==> src/rtl/fire_controller_if.sv <==
// Signal bundle between the fire controller and its surroundings (keyboard, frame clock,
// projectile stage and HUD). The controller is the master of the launch request.
interface fire_controller_if;
    logic        frame_clk;
    logic [7:0]  keycode;
    logic        missile_active;
    logic        shoot;
    logic        ready;
    logic [3:0]  ammo;
    logic [15:0] shots_fired;

    modport master (
        input  frame_clk, keycode, missile_active,
        output shoot, ready, ammo, shots_fired
    );

    modport slave (
        output frame_clk, keycode, missile_active,
        input  shoot, ready, ammo, shots_fired
    );
endinterface

==> src/rtl/fire_controller.sv <==
// Turns fire-key presses into projectile launch requests, tracking each shot through
// launch, flight and cooldown while maintaining a regenerating ammo count and shot counter.
module fire_controller #(
    parameter logic [7:0] FIRE_KEY        = 8'h2C,
    parameter logic [3:0] MAX_AMMO        = 4'd5,
    parameter logic [7:0] RELOAD_FRAMES   = 8'd60,
    parameter logic [7:0] COOLDOWN_FRAMES = 8'd8,
    parameter logic [3:0] ARM_TIMEOUT     = 4'd4
) (
    input logic               Clk,
    input logic               Reset_n,
    fire_controller_if.master bus
);

    typedef enum logic [1:0] {StIdle, StArmed, StFlight, StCooldown} state_e;

    state_e      state_q, state_d;
    logic        f_d1_q, f_d1_d;
    logic        f_d2_q, f_d2_d;
    logic        fire_prev_q, fire_prev_d;
    logic [3:0]  arm_cnt_q, arm_cnt_d;
    logic [7:0]  cd_cnt_q, cd_cnt_d;
    logic [7:0]  rl_cnt_q, rl_cnt_d;
    logic [3:0]  ammo_q, ammo_d;
    logic [15:0] shots_q, shots_d;

    logic tick, fire_now, press, launch, reload;

    always_comb begin
        f_d1_d      = bus.frame_clk;
        f_d2_d      = f_d1_q;
        tick        = f_d1_q & ~f_d2_q;
        fire_now    = (bus.keycode == FIRE_KEY);
        press       = tick & fire_now & ~fire_prev_q;
        fire_prev_d = tick ? fire_now : fire_prev_q;

        state_d   = state_q;
        arm_cnt_d = arm_cnt_q;
        cd_cnt_d  = cd_cnt_q;
        launch    = 1'b0;

        case (state_q)
            StIdle: begin
                // Presses that cannot be honoured right now are dropped, not queued.
                if (press && (ammo_q != 4'd0) && !bus.missile_active) begin
                    state_d   = StArmed;
                    arm_cnt_d = 4'd0;
                end
            end
            StArmed: begin
                if (bus.missile_active) begin
                    state_d = StFlight;
                    launch  = 1'b1;
                end else if (tick) begin
                    arm_cnt_d = arm_cnt_q + 4'd1;
                    if (arm_cnt_q == ARM_TIMEOUT - 4'd1) begin
                        state_d = StIdle;
                    end
                end
            end
            StFlight: begin
                if (!bus.missile_active) begin
                    if (COOLDOWN_FRAMES == 8'd0) begin
                        state_d = StIdle;
                    end else begin
                        state_d  = StCooldown;
                        cd_cnt_d = COOLDOWN_FRAMES;
                    end
                end
            end
            StCooldown: begin
                if (tick) begin
                    cd_cnt_d = cd_cnt_q - 8'd1;
                    if (cd_cnt_q == 8'd1) begin
                        state_d = StIdle;
                    end
                end
            end
            default: state_d = StIdle;
        endcase

        // Reload runs only while below capacity, independent of the shot sequence.
        rl_cnt_d = rl_cnt_q;
        reload   = 1'b0;
        if (ammo_q == MAX_AMMO) begin
            rl_cnt_d = 8'd0;
        end else if (tick) begin
            if (rl_cnt_q == RELOAD_FRAMES - 8'd1) begin
                rl_cnt_d = 8'd0;
                reload   = 1'b1;
            end else begin
                rl_cnt_d = rl_cnt_q + 8'd1;
            end
        end

        ammo_d = ammo_q;
        if (reload && !launch) begin
            ammo_d = ammo_q + 4'd1;
        end else if (launch && !reload) begin
            ammo_d = ammo_q - 4'd1;
        end

        shots_d = shots_q + {15'd0, launch};
    end

    always_ff @(posedge Clk or negedge Reset_n) begin
        if (!Reset_n) begin
            state_q     <= StIdle;
            f_d1_q      <= 1'b0;
            f_d2_q      <= 1'b0;
            fire_prev_q <= 1'b1;
            arm_cnt_q   <= 4'd0;
            cd_cnt_q    <= 8'd0;
            rl_cnt_q    <= 8'd0;
            ammo_q      <= MAX_AMMO;
            shots_q     <= 16'd0;
        end else begin
            state_q     <= state_d;
            f_d1_q      <= f_d1_d;
            f_d2_q      <= f_d2_d;
            fire_prev_q <= fire_prev_d;
            arm_cnt_q   <= arm_cnt_d;
            cd_cnt_q    <= cd_cnt_d;
            rl_cnt_q    <= rl_cnt_d;
            ammo_q      <= ammo_d;
            shots_q     <= shots_d;
        end
    end

    assign bus.shoot       = (state_q == StArmed);
    assign bus.ready       = (state_q == StIdle) && (ammo_q != 4'd0);
    assign bus.ammo        = ammo_q;
    assign bus.shots_fired = shots_q;

endmodule
==> src/flat_wrapper.sv <==
// flat-port wrapper written by rule: the top's interface ports become plain ports
module fire_controller_flat 
#(
    parameter logic [7:0] FIRE_KEY        = 8'h2C,
    parameter logic [3:0] MAX_AMMO        = 4'd5,
    parameter logic [7:0] RELOAD_FRAMES   = 8'd60,
    parameter logic [7:0] COOLDOWN_FRAMES = 8'd8,
    parameter logic [3:0] ARM_TIMEOUT     = 4'd4
)
  (Clk, Reset_n, bus_frame_clk, bus_keycode, bus_missile_active, bus_shoot, bus_ready, bus_ammo, bus_shots_fired);
  fire_controller_if bus_i ();
  input logic Clk;
  input logic Reset_n;
  input wire logic [$bits(bus_i.frame_clk)-1:0] bus_frame_clk;
  input wire logic [$bits(bus_i.keycode)-1:0] bus_keycode;
  input wire logic [$bits(bus_i.missile_active)-1:0] bus_missile_active;
  output wire logic [$bits(bus_i.shoot)-1:0] bus_shoot;
  output wire logic [$bits(bus_i.ready)-1:0] bus_ready;
  output wire logic [$bits(bus_i.ammo)-1:0] bus_ammo;
  output wire logic [$bits(bus_i.shots_fired)-1:0] bus_shots_fired;
  assign bus_i.frame_clk = bus_frame_clk;
  assign bus_i.keycode = bus_keycode;
  assign bus_i.missile_active = bus_missile_active;
  assign bus_shoot = bus_i.shoot;
  assign bus_ready = bus_i.ready;
  assign bus_ammo = bus_i.ammo;
  assign bus_shots_fired = bus_i.shots_fired;
  fire_controller #(.FIRE_KEY(FIRE_KEY), .MAX_AMMO(MAX_AMMO), .RELOAD_FRAMES(RELOAD_FRAMES), .COOLDOWN_FRAMES(COOLDOWN_FRAMES), .ARM_TIMEOUT(ARM_TIMEOUT)) u_core (.Clk(Clk), .Reset_n(Reset_n), .bus(bus_i));
endmodule
==> config.mk <==
export PLATFORM = sky130hd
export DESIGN_NAME = fire_controller_flat
export DESIGN_NICKNAME = d
export VERILOG_FILES = /design/src/rtl/fire_controller_if.sv /design/src/rtl/fire_controller.sv /design/src/flat_wrapper.sv
export SDC_FILE = /design/constraint.sdc
export NUM_CORES = 1
export LEC_CHECK = 0
export ABC_AREA = 1
export CAP_MARGIN = 20
export CORE_UTILIZATION = 44
export CTS_CLUSTER_SIZE = 28
export DETAILED_ROUTE_END_ITERATION = 10
export DONT_BUFFER_PORTS = 1
export GPL_TIMING_DRIVEN = 0
export HOLD_SLACK_MARGIN = 0.08
export PLACE_DENSITY_LB_ADDON = 0.15
export SLEW_MARGIN = 20
export SYNTH_ARGS = -nofsm -noshare
export SYNTH_HDL_FRONTEND = slang
export SYNTH_SLANG_ARGS = --single-unit
==> constraint.sdc <==
create_clock -name Clk -period 5.6 [get_ports Clk]
set_input_delay 0.56 -clock Clk [delete_from_list [all_inputs] [get_ports Clk]]
set_output_delay 0.56 -clock Clk [all_outputs]
set_load 0.02 [all_outputs]
Word level (Yosys, flattened, before mapping). Index checks and enable logic that the tools add are counted.

Muxes and demuxes: 25. Bitwise logic cells: 5. Eq/ne operators: 16. Reduce and logical (&&, ||, !) cells: 17. Order comparisons: 0. $add $sub $neg: 6. Divide/modulo/power cells: 0. Shift operators: 0. $mul: 0.

Operator list (count): $mux W8 (5); $mux W4 (5); $add A16 B1 Y16 (1); $eq A8 B6 Y1 const B (2); $pmux W8 S2 (1); $mux W2 (7); $add A4 B1 Y4 const B (2); $add A8 B1 Y8 const B (1); $eq A8 B1 Y1 const B (1); $ne A2 B1 Y1 const B (4); $pmux W2 S4 (1); $pmux W4 S2 (1); $reduce_bool A2 Y1 (4); $sub A8 B1 Y8 const B (1); $ne A3 B2 Y1 const B (2); $reduce_and A6 Y1 (1); $logic_and A1 B1 Y1 (5); $mux W1 (5); $eq A2 B2 Y1 const B (2); $eq A4 B2 Y1 const B (1); $eq A4 B3 Y1 const B (1); $ne A2 B2 Y1 const B (2); $reduce_and A4 Y1 (1); $reduce_bool A4 Y1 (1); 7 further kinds (12).

Bits of input ports: 12. Memories kept: 0. Latch bits: 0. Memory bits (read-only): 0. Register bits after elaboration: 45. Bits in writable memories: 0.

Longest topological paths before layout. Gate-level depths: netlist of the first run.

Depth after elaboration: 8. Depth in mapped cells: 12. Depth with buffers taken out: 12.

Worst setup path before layout of the first run. OpenSTA, ideal clock, no wires.

Path type: register to register. Start point: reg u_core.ammo_q[1], in the netlist u_core.bus.ammo[1]. End point: reg u_core.ammo_q[3], in the netlist u_core.bus.ammo[3]. Arrival: 1979 ps. Slack: 3556 ps. Buffers on the path: 0. Period minus slack after synthesis: 2044 ps. Cell stages (with the launch flop): 13. Cell sequence: dfrtp_1 > nor2_1 > nand3_1 > nand2_1 > nor2_1 > ha_1 > inv_1 > ha_1 > a21o_1 > a21oi_1 > xor2_1 > nand2_1 > nand2_1.

Longest elaborated chain between the ends: 5. Elaborated cells on any way between the ends: 10.

Ends and longest elaborated chain: from (decl) (RTL line fire_controller.sv:24) `logic [3:0] ammo_q, ammo_d;`; from (signal assigned) (RTL line fire_controller.sv:125) `ammo_q <= ammo_d;`; parallel branches: the longest is 5 deep, another holds $sub A4 B1 Y4.

Several ways; the timed one is not identified. The select of a mux whose other input is x is not followed. A chain may end at the register's enable or synchronous reset.

Worst setup path after layout of the first run. Same ends and word-level chain as after synthesis.

==> results of run 1 <==
-- worst register-to-register path: stages (launching register included) --
cell and delay [ps]:
dfrtp_1 520, nor2_1 230, nand3_1 160, nand2_1 90, nor2_1 50, ha_1 200, inv_1 110, ha_1 240
a21o_1 180, a21oi_1 150, xor2_1 160, nand2_1 60, nand2_1 50
-- layer usage --
layer  vias up  GRT usage
met3         2     0.0450
li1        888          -
met4         0     0.0514
met2        27      0.272
met5         -          0
met1       806      0.215
-- synth_stat cells, types with 3 or more instances --
library cell / number / area (µm²)
nand3_1: 16 / 80.1
nor2_1: 30 / 113
nand2_1: 48 / 180
xor2_1: 13 / 114
inv_1: 31 / 116
nand3_2: 5 / 50.1
nand4_1: 3 / 18.8
dfrtp_1: 42 / 1050
dfstp_2: 3 / 78.8
a21oi_1: 14 / 70.1
nor3_1: 5 / 25.0
nor2_4: 3 / 33.8
o22ai_1: 3 / 18.8
xnor2_1: 8 / 70.1
inv_2: 3 / 11.3
nand2_2: 6 / 37.5
ha_1: 9 / 113
o21ai_0: 9 / 45.0
-- path summary, 6_finish.rpt --
path	start	end	slack (ps)	cells past startpoint
hold / removal	Reset_n	u_core.bus.ammo[1]$_DFFE_PN0P_	90	1
setup / recovery	u_core.bus.ammo[1]$_DFFE_PN0P_	u_core.bus.ammo[3]$_DFFE_PN0P_	3360	12
hold reg to reg	u_core.f_d1_q$_DFF_PN0_	u_core.f_d2_q$_DFF_PN0_	450	0
setup reg to reg	u_core.bus.ammo[1]$_DFFE_PN0P_	u_core.bus.ammo[3]$_DFFE_PN0P_	3360	12
min in group Clk	bus_frame_clk	u_core.f_d1_q$_DFF_PN0_	290	0
max in group asynchronous	Reset_n	u_core.bus.ammo[0]$_DFFE_PN1P_	4880	1
-- cell families (layout without fill, tap and decap cells) --
logic type,after synthesis,count (layout),synth area share
buffers and inverters,34,45,0.0536
and+or+nand+nor,126,126,0.268
xor gates and xnor gates,21,21,0.0772
AOI/OAI and AO/OA,31,31,0.0709
adders and majority gates,10,10,0.0557
DFF,45,45,0.474
-- area by class of cell --
class / count / area, µm²
flip-flops and latches: 45 / 1130
clock inverters: 2 / 17.5
fillers: 492 / 2550
clock buffers: 6 / 82.6
repair buffers: 3 / 47.5
well taps: 70 / 87.6
multi-input cells: 188 / 1120
inverters: 34 / 128
-- per-stage QoR --
step | total power [W] | cell area (µm²) | cells | hold slack [ps]
floorplan | 0.000861 | 2380 | 267 | 264
global placement | 0.000933 | 2470 | 337 | 266
detailed placement | 0.000942 | 2470 | 337 | 266
CTS | 0.00117 | 2610 | 347 | 85.3
global route | 0.00126 | 2620 | 348 | 98.3
finish | 0.00116 | 2620 | 348 | 87.8
-- registers in the layout, indices dropped and copies added, names as in the netlist, named ones only --
| name | count |
|---|---|
| u_core.arm_cnt_q | 4 |
| u_core.bus.ammo | 4 |
| u_core.bus.shots_fired | 16 |
| u_core.cd_cnt_q | 8 |
| u_core.f_d1_q | 1 |
| u_core.f_d2_q | 1 |
| u_core.fire_prev_q | 1 |
| u_core.rl_cnt_q | 8 |
| u_core.state_q | 1 |
-- power groups by stage --
stage          Combinational [W]  Clock [W]  Sequential, W
2_1_floorplan           0.000302          0       0.000559
3_3_place_gp            0.000351          0       0.000582
3_5_place_dp            0.000360          0       0.000582
4_1_cts                 0.000368   0.000225       0.000578
5_1_grt                 0.000428   0.000235       0.000594
6_report                0.000366   0.000216       0.000576
==> summary.md, run 1 <==
| Metric | Value |
|---|---|
| Status | finished, final reports clean |
| Switching pwr | 0.000492 W |
| Setup WS post-layout | 3360 ps |
| Share of layout cells above drive strength 1 | 0.126 |
| Critical path's top delay family | simple AND/OR/NAND/NOR gates |
| Total congestion overflow | 0 |
| Detailed placement HPWL | 3010 µm |
| Total number of vias | 1723 |
| Syn Nets | 289 |
| Clock buffer depth | 2 |
| Post-synth EDFFs | 0 |
| Flops & latches, synth | 45 |
| Max Used Layer | met4 |
| Post-route DRC | 0 |
| Cell breakdown of the critical path | nor2_1, nand3_1, nand2_1, nor2_1, ha_1, inv_1, ha_1, a21o_1, a21oi_1, xor2_1, nand2_1, nand2_1 |
| Crit-path max FO | 5 |
| Power share of the clock group | 0.187 |
| H-tree depth | 2 |
| Yosys cell types | 30 |
| Area growth, synth to finish | 9.87% |
| Antenna viol nets, final | 0 |
| Crit path time final | 2240 ps |
| PwrDens | 443 nW/µm² |
| Fin Clk Skew | 7.73 ps |
| CTS tree | built |
| Overall Global Routing Usage | 0.166 |
| Dominant synthesized flop cell | dfrtp_1 |
| Finish-stage setup viols | 0 |
| Initial Util | 0.461 |
| CTS resizes | 0 |
| Flop pwr share | 0.497 |
| Wl on met1 | 1990 µm |
| Slew of the pin with the lowest slew margin | 698 ps |
| PortBufs | 0 |
| Setup repair after global routing missed its margin | false |
| Vias in the first global route | 1625 |
| Maxcap violations | 0 |
| Antenna violations before repair | 0 |
| Routability congestion estimate | 0.803 |
| Crit-path max cell delay | 520 ps |
| Max-slew violation count | 0 |
| CP Buf/Inv Count | 1 |
| WS Path Type | reg2reg |
| Iter 0 DRT Violations | 69 |
| P_int | 0.000667 W |
| Worst setup SP type | flop |
| Final period util | 0.401 |
| Die Ht | 75.6 µm |
| First-pass GRT wire length | 7020 µm |
| Tightest Hold Check Type | in2async |
| Die Area | 5710 µm² |
| Fin util | 0.506 |
| Skew-Pair Late Insertion Delay | 290 ps |
| Required time worst endpoint | 5840 ps |
| Total CTS buffers | 5 |
| Clk pin slew, worst setup/hold paths | 90 ps |
| Maximum clock rate | 446 MHz |
| Synthesized area | 2380 µm² |
| First-pass detailed-route iteration total | 4 |
| Worst slew margin | 0.531 |
| Met3 wire len | 163 µm |
| Post-CTS Hold Fix Bufs | 2 |
| Std-Cell Rows | 26 |
| Synthesized area per cell | 8.92 µm² |
| Commonest non-fill, non-tap cells in the layout | 48 x nand2_1, 42 x dfrtp_1, 31 x inv_1 |
| Number of placed I/O pins | 34 |
| Final Net Count | 299 |
| Clock sink count | 45 |
| Met2 WL | 1930 µm |
| Vias per std cell | 4.95 |
| Leakage | 1.25 nW |
| Most common cell after layout, fill and taps aside | nand2_1 |
| Max VDD drop | 0.255 mV |
| Endpoints failing hold | 0 |
| Post-synthesis sequential area ratio | 0.474 |
| Synth Warn # | 0 |
| Die width | 75.6 µm |
| FFs w/ async S/R, synth | 1.00 |
| Inserted Diodes | 0 |
| Setup TNS | 0 ps |
| Total Wirelength | 4110 µm |
| Most used cell, CP | nand2_1 |
| Endpoint class of the critical path | flop |
| CP arrival | 2480 ps |
| Largest net degree at the start of global routing | 43 |
| Pre-CTS worst setup slack | 3360 ps |
| Root buffer cell | clkbuf_8 |
| Setup Buffers After CTS | 0 |
| Switching Share | 0.424 |
| Core ar. | 5170 µm² |
| Wire per inst | 11.8 µm |
| Slowest-stage cell, CP | dfrtp_1 |
| Combinational fraction of design power | 0.316 |
| Synthesized instance count | 267 |
Note: power is estimated with default switching activity, not from simulation.
==> run 2: changes to the inputs <==
--- a/config.mk
+++ b/config.mk
@@ -5,7 +5,7 @@
 export SDC_FILE = /design/constraint.sdc
 export NUM_CORES = 1
 export LEC_CHECK = 0
-export ABC_AREA = 1
+export ABC_AREA = 0
 export CAP_MARGIN = 20
 export CORE_UTILIZATION = 44
 export CTS_CLUSTER_SIZE = 28
==> constraint.sdc (replaced) <==
create_clock -name Clk -period 1.8 [get_ports Clk]
set_input_delay 0.18 -clock Clk [delete_from_list [all_inputs] [get_ports Clk]]
set_output_delay 0.18 -clock Clk [all_outputs]
set_load 0.02 [all_outputs]
==> run 2 against run 1 <==
Effect of this change:
- the run now ends with negative setup slack left
- final area up 14%
- combinational power rose to 3.4 times the previous value
- setup slack worse by 3900 ps
- global-route usage up 1.2 points
- register-to-register slack worse by 3900 ps
- utilization up 7.0 points
- clock-buffer cell count down 1
- sequential power rose to 3.0 times the previous value
- power rose to 3.3 times the previous value
- wire length up 18%
- critical path type unchanged
- largest power group unchanged
==> summary.md, run 2 <==
| Metric | Value |
|---|---|
| Share of the synthesized area in the top cell type | 0.440 (-0.00162) |
| Std-Cell Rows | 26 (unchanged) |
| Switching Share | 0.386 (-0.0381) |
| Yosys cell types | 49 (+63%) |
| Total CTS buffers | 5 (unchanged) |
| Maximum clock rate | 430 MHz (-3.4%) |
| Antenna violations before repair | 0 (unchanged) |
| PortBufs | 0 (unchanged) |
| Combinational fraction of design power | 0.333 (+0.017) |
| Vias per std cell | 5.36 (+8.2%) |
| Synth Area in Compound Gates | 0.122 (+0.0515) |
| Adder-Cell Fraction of Synth Area | 0.0555 (-0.000204) |
| First-pass GRT wire length | 7590 µm (+8.1%) |
| Maxcap violations | 0 (unchanged) |
| Required time worst endpoint | 1980 ps (-3860 ps) |
| P_int | 0.00231 W (+250%) |
| Final period util | 1.29 (+0.890) |
| Die Area | 5730 µm² (+0.36%) |
| Commonest non-fill, non-tap cells in the layout | 41 x dfrtp_1, 21 x nor2_1, 18 x nand2_1 |
| Final hold slack | 194 ps (+107 ps) |
| H-tree depth | 2 (unchanged) |
| Total Wirelength | 4850 µm (+18%) |
| Switching pwr | 0.00146 W (+200%) |
| Post-Layout Inst Area | 2980 µm² (+14%) |
| Syn Nets | 254 (-12%) |
| Max-slew violation count | 0 (unchanged) |
| Most numerous cell in the Yosys netlist | dfrtp_1 |
| Crit-path max FO | 6 (+1) |
| Xor-xnor portion of the synthesized cell area | 0.0879 (+0.0107) |
| Die width | 75.7 µm (+0.18%) |
| Simple-gate share of the synthesized area | 0.215 (-0.0538) |
| Crit path time final | 2320 ps (+79.0 ps) |
| Dominant synthesized flop cell | dfrtp_1 |
| Final Net Count | 283 (-5.4%) |
| Commonest cells post-synth | 42 x dfrtp_1, 22 x nor2_1, 20 x nand2_1 |
| Die Ht | 75.7 µm (+0.18%) |
| Post-synthesis sequential area ratio | 0.473 (-0.00174) |
| Post-Place Cell Area | 2540 µm² (+2.9%) |
| Root buffer cell | clkbuf_8 |
| Largest net degree at the start of global routing | 46 (+7.0%) |
| Clock sink count | 45 (unchanged) |
| Post-route DRC | 0 (unchanged) |
| Slew of the pin with the lowest slew margin | 598 ps (-100 ps) |
| Inserted Diodes | 0 (unchanged) |
| Post-synth EDFFs | 0 (unchanged) |
| Proportion of synthesized area in mux cells | 0.0215 (+0.0215) |
| PwrDens | 1270 nW/µm² (+190%) |
| Clk pin slew, worst setup/hold paths | 100 ps (about the same) |
| Overall Global Routing Usage | 0.178 (+0.0124) |
| Largest family of logic cells by synthesized area | simple AND/OR/NAND/NOR gates |
| Setup repair after global routing missed its margin | true |
| Vias in the first global route | 1541 (-5.2%) |
| Synthesized area | 2390 µm² (+0.37%) |
| Tightest Hold Check Type | in2reg |
| Synth area leaders | dfrtp_1 44%, ha_1 4.7%, xnor2_1 4.4% |
| CTS tree | built |
| Endpoints failing hold | 0 (unchanged) |
| Total congestion overflow | 0 (unchanged) |
| Share of layout cells above drive strength 1 | 0.244 (+0.118) |
| Detailed placement HPWL | 3160 µm (+4.7%) |
| Failing checks | negative setup slack |
| Max VDD drop | 0.799 mV (+210%) |
| Worst setup SP type | flop |
| Power share of the clock group | 0.207 (+0.020) |
| Synthesized area per cell | 10.3 µm² (+16%) |
| Core ar. | 5170 µm² (unchanged) |
| Max reg flops | 16 (unchanged) |
| Endpoint class of the critical path | flop |
| Wire per inst | 14.6 µm (+24%) |
| Clock buffer depth | 2 (unchanged) |
| First-pass detailed-route iteration total | 4 (unchanged) |
| Routability congestion estimate | 0.782 (-2.6%) |
| Synth area leader | dfrtp_1 |
| CP arrival | 2500 ps (+20 ps) |
| Worst slew margin | 0.598 (+0.0672) |
| Status | complete, but fails checks |
| FFs w/ async S/R, synth | 1.00 (unchanged) |
| Fin Clk Skew | 13.2 ps (+5.51 ps) |
| Iter 0 DRT Violations | 127 (+84%) |
| Flop pwr share | 0.460 (-0.037) |
| Antenna viol nets, final | 0 (unchanged) |
| Skew-Pair Late Insertion Delay | 300 ps (about the same) |
| Most common cell after layout, fill and taps aside | dfrtp_1 |
| Synth Warn # | 0 (unchanged) |
| WS Path Type | reg2reg |
| Setup WS post-layout | -523 ps (-3880 ps) |
| Synthesized instance count | 232 (-13%) |
| Total number of vias | 1779 (+3.3%) |
| Initial Util | 0.462 (+0.00169) |
| Flops & latches, synth | 45 (unchanged) |
| Finish-stage setup viols | 10 (+10) |
| Leakage | 1.29 nW (+3.3%) |
| Number of placed I/O pins | 34 (unchanged) |
| Area growth, synth to finish | 24.5% |
[run 2: cell types whose count changed in the layout (fill, tap and decap cells not counted), sizes merged, moves of 4 or more]
cell / previous run / this run
dlygate4sd3: 2 / 6
inv: 35 / 7
nand2: 54 / 20
nand3: 22 / 12
buf: 1 / 21
and3: 0 / 4
a21oi: 14 / 4
o2111ai: 0 / 5
nand2b: 0 / 5
mux2i: 0 / 4
xnor2: 8 / 12
nor2: 35 / 23
[run 2: timing repair]
item	4_1_cts	5_1_grt
gates resized for setup	15	15
endpoints found under the hold margin	47	0
endpoints found under the setup margin	14	20
hold buffers	7	0
setup buffers	13	3
pin swaps	4	7
[run 2: worst paths after layout]
| kind | startpoint | endpoint | slack [ps] | cells after the start |
|---|---|---|---|---|
| max in group asynchronous | Reset_n | u_core.bus.ammo[2]$_DFFE_PN1P_ | 1150 | 2 |
| hold reg to reg | u_core.f_d1_q$_DFF_PN0_ | u_core.f_d2_q$_DFF_PN0_ | 480 | 0 |
| hold / removal | bus_missile_active | u_core.cd_cnt_q[0]$_DFFE_PN0P_ | 190 | 4 |
| setup / recovery | u_core.bus.ammo[2]$_DFFE_PN1P_ | u_core.bus.ammo[3]$_DFFE_PN0P_ | -520 | 10 |
| setup reg to reg | u_core.bus.ammo[2]$_DFFE_PN1P_ | u_core.bus.ammo[3]$_DFFE_PN0P_ | -520 | 10 |
| min in group asynchronous | Reset_n | u_core.cd_cnt_q[7]$_DFFE_PN0P_ | 370 | 2 |
[run 2: final cells by class]
| class | instances | area (µm²) |
|---|---|---|
| inverters | 7 | 28.8 |
| clock buffers | 5 | 68.8 |
| flip-flops and latches | 45 | 1130 |
| multi-input cells | 174 | 1360 |
| well taps | 70 | 87.6 |
| repair buffers | 23 | 215 |
| plain buffers | 5 | 38.8 |
| clock inverters | 3 | 46.3 |
| fillers | 449 | 2190 |
[run 2: per-layer routing]
layer / GRT usage / vias up / share of wire / wire [µm]
met3: 0.0463 / 4 / 0.036 / 177
met4: 0.0494 / 0 / 0.0070 / 34
met1: 0.262 / 855 / 0.49 / 2390
li1: - / 892 / - / -
met5: 0 / - / 0 / 0
met2: 0.258 / 28 / 0.46 / 2250
[run 2: power by group through the flow]
stage | logic [W] | clock network [W] | registers (W)
after detailed placement | 0.00106 | 0 | 0.00174
after global routing | 0.00143 | 0.000851 | 0.00179
after global placement | 0.00104 | 0 | 0.00173
after CTS | 0.00122 | 0.000803 | 0.00172
after floorplan | 0.000891 | 0 | 0.00165
final | 0.00126 | 0.000782 | 0.00173
[run 2: logic make-up after synthesis]
kind of cell	after synthesis
buffers and inverters	13
multiplexers	5
AND/OR/NAND/NOR	97
AO/OA/AOI/OAI	38
adder cells (fa/ha/maj)	10
flip-flops	45
XOR/XNOR	24
[run 2: per-stage QoR]
step | power (W) | worst slack, ps | setup TNS, ps | util | cells
floorplan | 0.00255 | -520 | -1160 | - | 232
global route | 0.00407 | -654 | -2980 | 0.576 | 332
detailed placement | 0.00280 | -721 | -2550 | 0.492 | 302
CTS | 0.00374 | -522 | -1810 | 0.560 | 330
global placement | 0.00278 | -740 | -2520 | 0.492 | 302
finish | 0.00377 | -523 | -2030 | 0.576 | 332
[run 2: critical path, stage by stage, from the launching register on]
cell and delay, ps:
dfstp_2 650, nor4bb_4 320, buf_4 160, nor2_4 40
ha_4 160, inv_4 80, ha_4 200, a21o_1 190
a21oi_2 140, mux2i_1 180, o31ai_1 80
==> run 3: changes to the inputs <==
--- a/config.mk
+++ b/config.mk
@@ -8,12 +8,14 @@
 export ABC_AREA = 0
 export CAP_MARGIN = 20
 export CORE_UTILIZATION = 44
+export CTS_BUF_LIST = sky130_fd_sc_hd__clkbuf_4 sky130_fd_sc_hd__clkbuf_8
 export CTS_CLUSTER_SIZE = 28
 export DETAILED_ROUTE_END_ITERATION = 10
 export DONT_BUFFER_PORTS = 1
 export GPL_TIMING_DRIVEN = 0
 export HOLD_SLACK_MARGIN = 0.08
 export PLACE_DENSITY_LB_ADDON = 0.15
+export RECOVER_POWER = 25
 export SLEW_MARGIN = 20
 export SYNTH_ARGS = -nofsm -noshare
 export SYNTH_HDL_FRONTEND = slang
==> run 3 against run 2 <==
Effect of this change:
- the run still ends with negative setup slack left
- utilization shrank 0.44 points
- power down 0.17%
- clock power about the same
- fmax unchanged
- global-route usage unchanged
- worst hold slack is essentially flat
- sequential power about the same
- critical endpoint unchanged
- first-iteration DRC count unchanged
- largest cell class unchanged
- wire length about the same
==> summary.md, run 3 (synthesis gave the netlist of run 2 again) <==
| Metric | Value |
|---|---|
| Status | complete, but fails checks |
| Failing checks | negative setup slack |
| Most common cell after layout, fill and taps aside | dfrtp_1 |
| Pre-CTS worst setup slack | -721 ps (unchanged) |
| Critical path's top delay family | flip-flops |
| Antenna violations before repair | 0 (unchanged) |
| Total power | 0.00376 W (-0.17%) |
| Core ar. | 5170 µm² (unchanged) |
| Root buffer cell | clkbuf_8 |
| Fin Clk Skew | 13.3 ps (+0.0204 ps) |
| Leakage | 1.29 nW (-0.66%) |
| Slew of the pin with the lowest slew margin | 1100 ps (+504 ps) |
| Worst flop-to-flop path endpoint | u_core.bus.ammo[3]$_DFFE_PN0P_ |
| Clock sink count | 45 (unchanged) |
| Setup TNS | -2030 ps (+0.0200 ps) |
| PortBufs | 0 (unchanged) |
| Max reg flops | 16 (unchanged) |
| CP arrival | 2500 ps (about the same) |
| Post-route DRC | 0 (unchanged) |
| Hold endpoint | u_core.cd_cnt_q[0]$_DFFE_PN0P_ |
| Hold depth | 4 (unchanged) |
| Slowest-stage cell, CP | dfstp_2 |
| Post-Layout Inst Area | 2960 µm² (-0.76%) |
| Final Net Count | 283 (unchanged) |
| Finish-stage setup viols | 10 (unchanged) |
| Inserted Diodes | 0 (unchanged) |
| Total Wirelength | 4850 µm (about the same) |
| H-tree depth | 2 (unchanged) |
| First-pass GRT wire length | 7590 µm (unchanged) |
| Endpoints failing hold | 0 (unchanged) |
| Worst setup SP type | flop |
| Crit-path max FO | 6 (unchanged) |
| Share of layout cells above drive strength 1 | 0.244 (unchanged) |
| Initial Util | 0.462 (unchanged) |
| Die Ht | 75.7 µm (unchanged) |
| Iter 0 DRT Violations | 127 (unchanged) |
| Hold Startpoint | bus_missile_active |
| Overall Global Routing Usage | 0.178 (unchanged) |
| First-pass detailed-route iteration total | 4 (unchanged) |
| Post-Place Cell Area | 2540 µm² (unchanged) |
| Required time worst endpoint | 1980 ps (about the same) |
| Total number of vias | 1779 (unchanged) |
| Wire per inst | 14.6 µm (about the same) |
| Clock buffer depth | 2 (unchanged) |
| Endpoint class of the critical path | flop |
| Die Area | 5730 µm² (unchanged) |
| CTS tree | built |
| Std-Cell Rows | 26 (unchanged) |
| Vias in the first global route | 1541 (unchanged) |
| Reg2Reg Depth | 10 (unchanged) |
| Vias per std cell | 5.36 (unchanged) |
| Crit-path max cell delay | 650 ps (about the same) |
| Die width | 75.7 µm (unchanged) |
| Routability congestion estimate | 0.782 (unchanged) |
| Detailed placement HPWL | 3160 µm (unchanged) |
| CP Buf/Inv Count | 2 (unchanged) |
| Tightest Hold Check Type | in2reg |
| Commonest non-fill, non-tap cells in the layout | 41 x dfrtp_1, 21 x nor2_1, 18 x nand2_1 |
| Skew-Pair Late Insertion Delay | 300 ps (about the same) |
| Max-slew violation count | 0 (unchanged) |
| RR Startpoint | u_core.bus.ammo[2]$_DFFE_PN1P_ |
| Antenna viol nets, final | 0 (unchanged) |
| Total CTS buffers | 5 (unchanged) |
| PwrDens | 1270 nW/µm² (+0.59%) |
| WS Path Type | reg2reg |
| Max VDD drop | 0.799 mV (about the same) |
| Worst slew margin | 0.266 (-0.332) |
| R2R setup slack | -520 ps (about the same) |
| Maximum clock rate | 430 MHz (unchanged) |
| Clk pin slew, worst setup/hold paths | 100 ps (about the same) |
| Largest net degree at the start of global routing | 46 (unchanged) |
| Total congestion overflow | 0 (unchanged) |
| Cell breakdown of the critical path | nor4bb_4, buf_4, nor2_4, ha_4, inv_4, ha_4, a21o_1, a21oi_2, mux2i_1, o31ai_1 |
| Setup WS post-layout | -523 ps (unchanged) |
| Setup repair after global routing missed its margin | true |
| Final period util | 1.29 (unchanged) |
| Most used cell, CP | ha_4 |
| Number of placed I/O pins | 34 (unchanged) |
| Maxcap violations | 0 (unchanged) |
| Crit path time final | 2320 ps (unchanged) |
| Area growth, synth to finish | 23.6% |
[run 3: cell count changes in the layout (fill, tap and decap cells not counted)]
cell	change
clkbuf_2	+1
buf_16	-1
[run 3: timing repair]
action,in CTS,in global routing
pin swaps,4,7
hold endpoints to repair,47,0
gates resized for setup,15,15
endpoints found under the setup margin,14,20
hold buffers,7,0
setup buffers,13,3
[run 3: report_power, final]
part	internal [W]	leakage, nW	switching [W]
sequential	0.00128	0.564	0.000456
clock	0.000416	0.0543	0.000366
combinational	0.000614	0.667	0.000634
total	0.00231	1.29	0.00146
[run 3: worst max path at each step]
stage                                   startpoint                        endpoint  slack [ps]  cells after the start
finish              u_core.bus.ammo[2]$_DFFE_PN1P_  u_core.bus.ammo[3]$_DFFE_PN0P_        -520                     10
global route        u_core.bus.ammo[2]$_DFFE_PN1P_  u_core.bus.ammo[3]$_DFFE_PN0P_        -650                      9
CTS                 u_core.bus.ammo[2]$_DFFE_PN1P_  u_core.bus.ammo[3]$_DFFE_PN0P_        -520                      9
detailed placement  u_core.bus.ammo[0]$_DFFE_PN1P_  u_core.bus.ammo[3]$_DFFE_PN0P_        -720                      9
global placement           u_core.f_d1_q$_DFF_PN0_  u_core.bus.ammo[3]$_DFFE_PN0P_        -740                     11
floorplan           u_core.bus.ammo[0]$_DFFE_PN1P_  u_core.bus.ammo[3]$_DFFE_PN0P_        -520                     10
[run 3: cell type report]
cell class	count	area, µm²
Buffer	5	38.8
Clock buffer	5	68.8
Clock inverter	3	46.3
Fill cell	452	2220
Inverter	7	28.8
Multi-Input combinational cell	174	1360
Sequential cell	45	1130
Tap cell	70	87.6
Timing Repair Buffer	23	193
[run 3: metal layers]
metal  GRT usage  vias to the layer above  wire length, µm
li1            -                      892                -
met4      0.0494                        0               34
met5           0                        -                0
met1       0.262                      855             2390
met3      0.0463                        4              177
met2       0.258                       28             2250
[run 3: worst register-to-register path, delay by kind of cell (launching register included)]
kind | cells | cell delay (ps)
AND/OR/NAND/NOR | 2 | 360
multiplexers | 1 | 190
AO/OA/AOI/OAI | 3 | 410
buffers and inverters | 2 | 240
flip-flops | 1 | 650
adder cells (fa/ha/maj) | 2 | 360
[run 3: through the flow]
stage	hold WS, ps	std cells	utilization
2_1_floorplan	-116	232	-
3_3_place_gp	-114	302	0.492
3_5_place_dp	-114	302	0.492
4_1_cts	204	330	0.560
5_1_grt	234	332	0.571
6_report	194	332	0.571
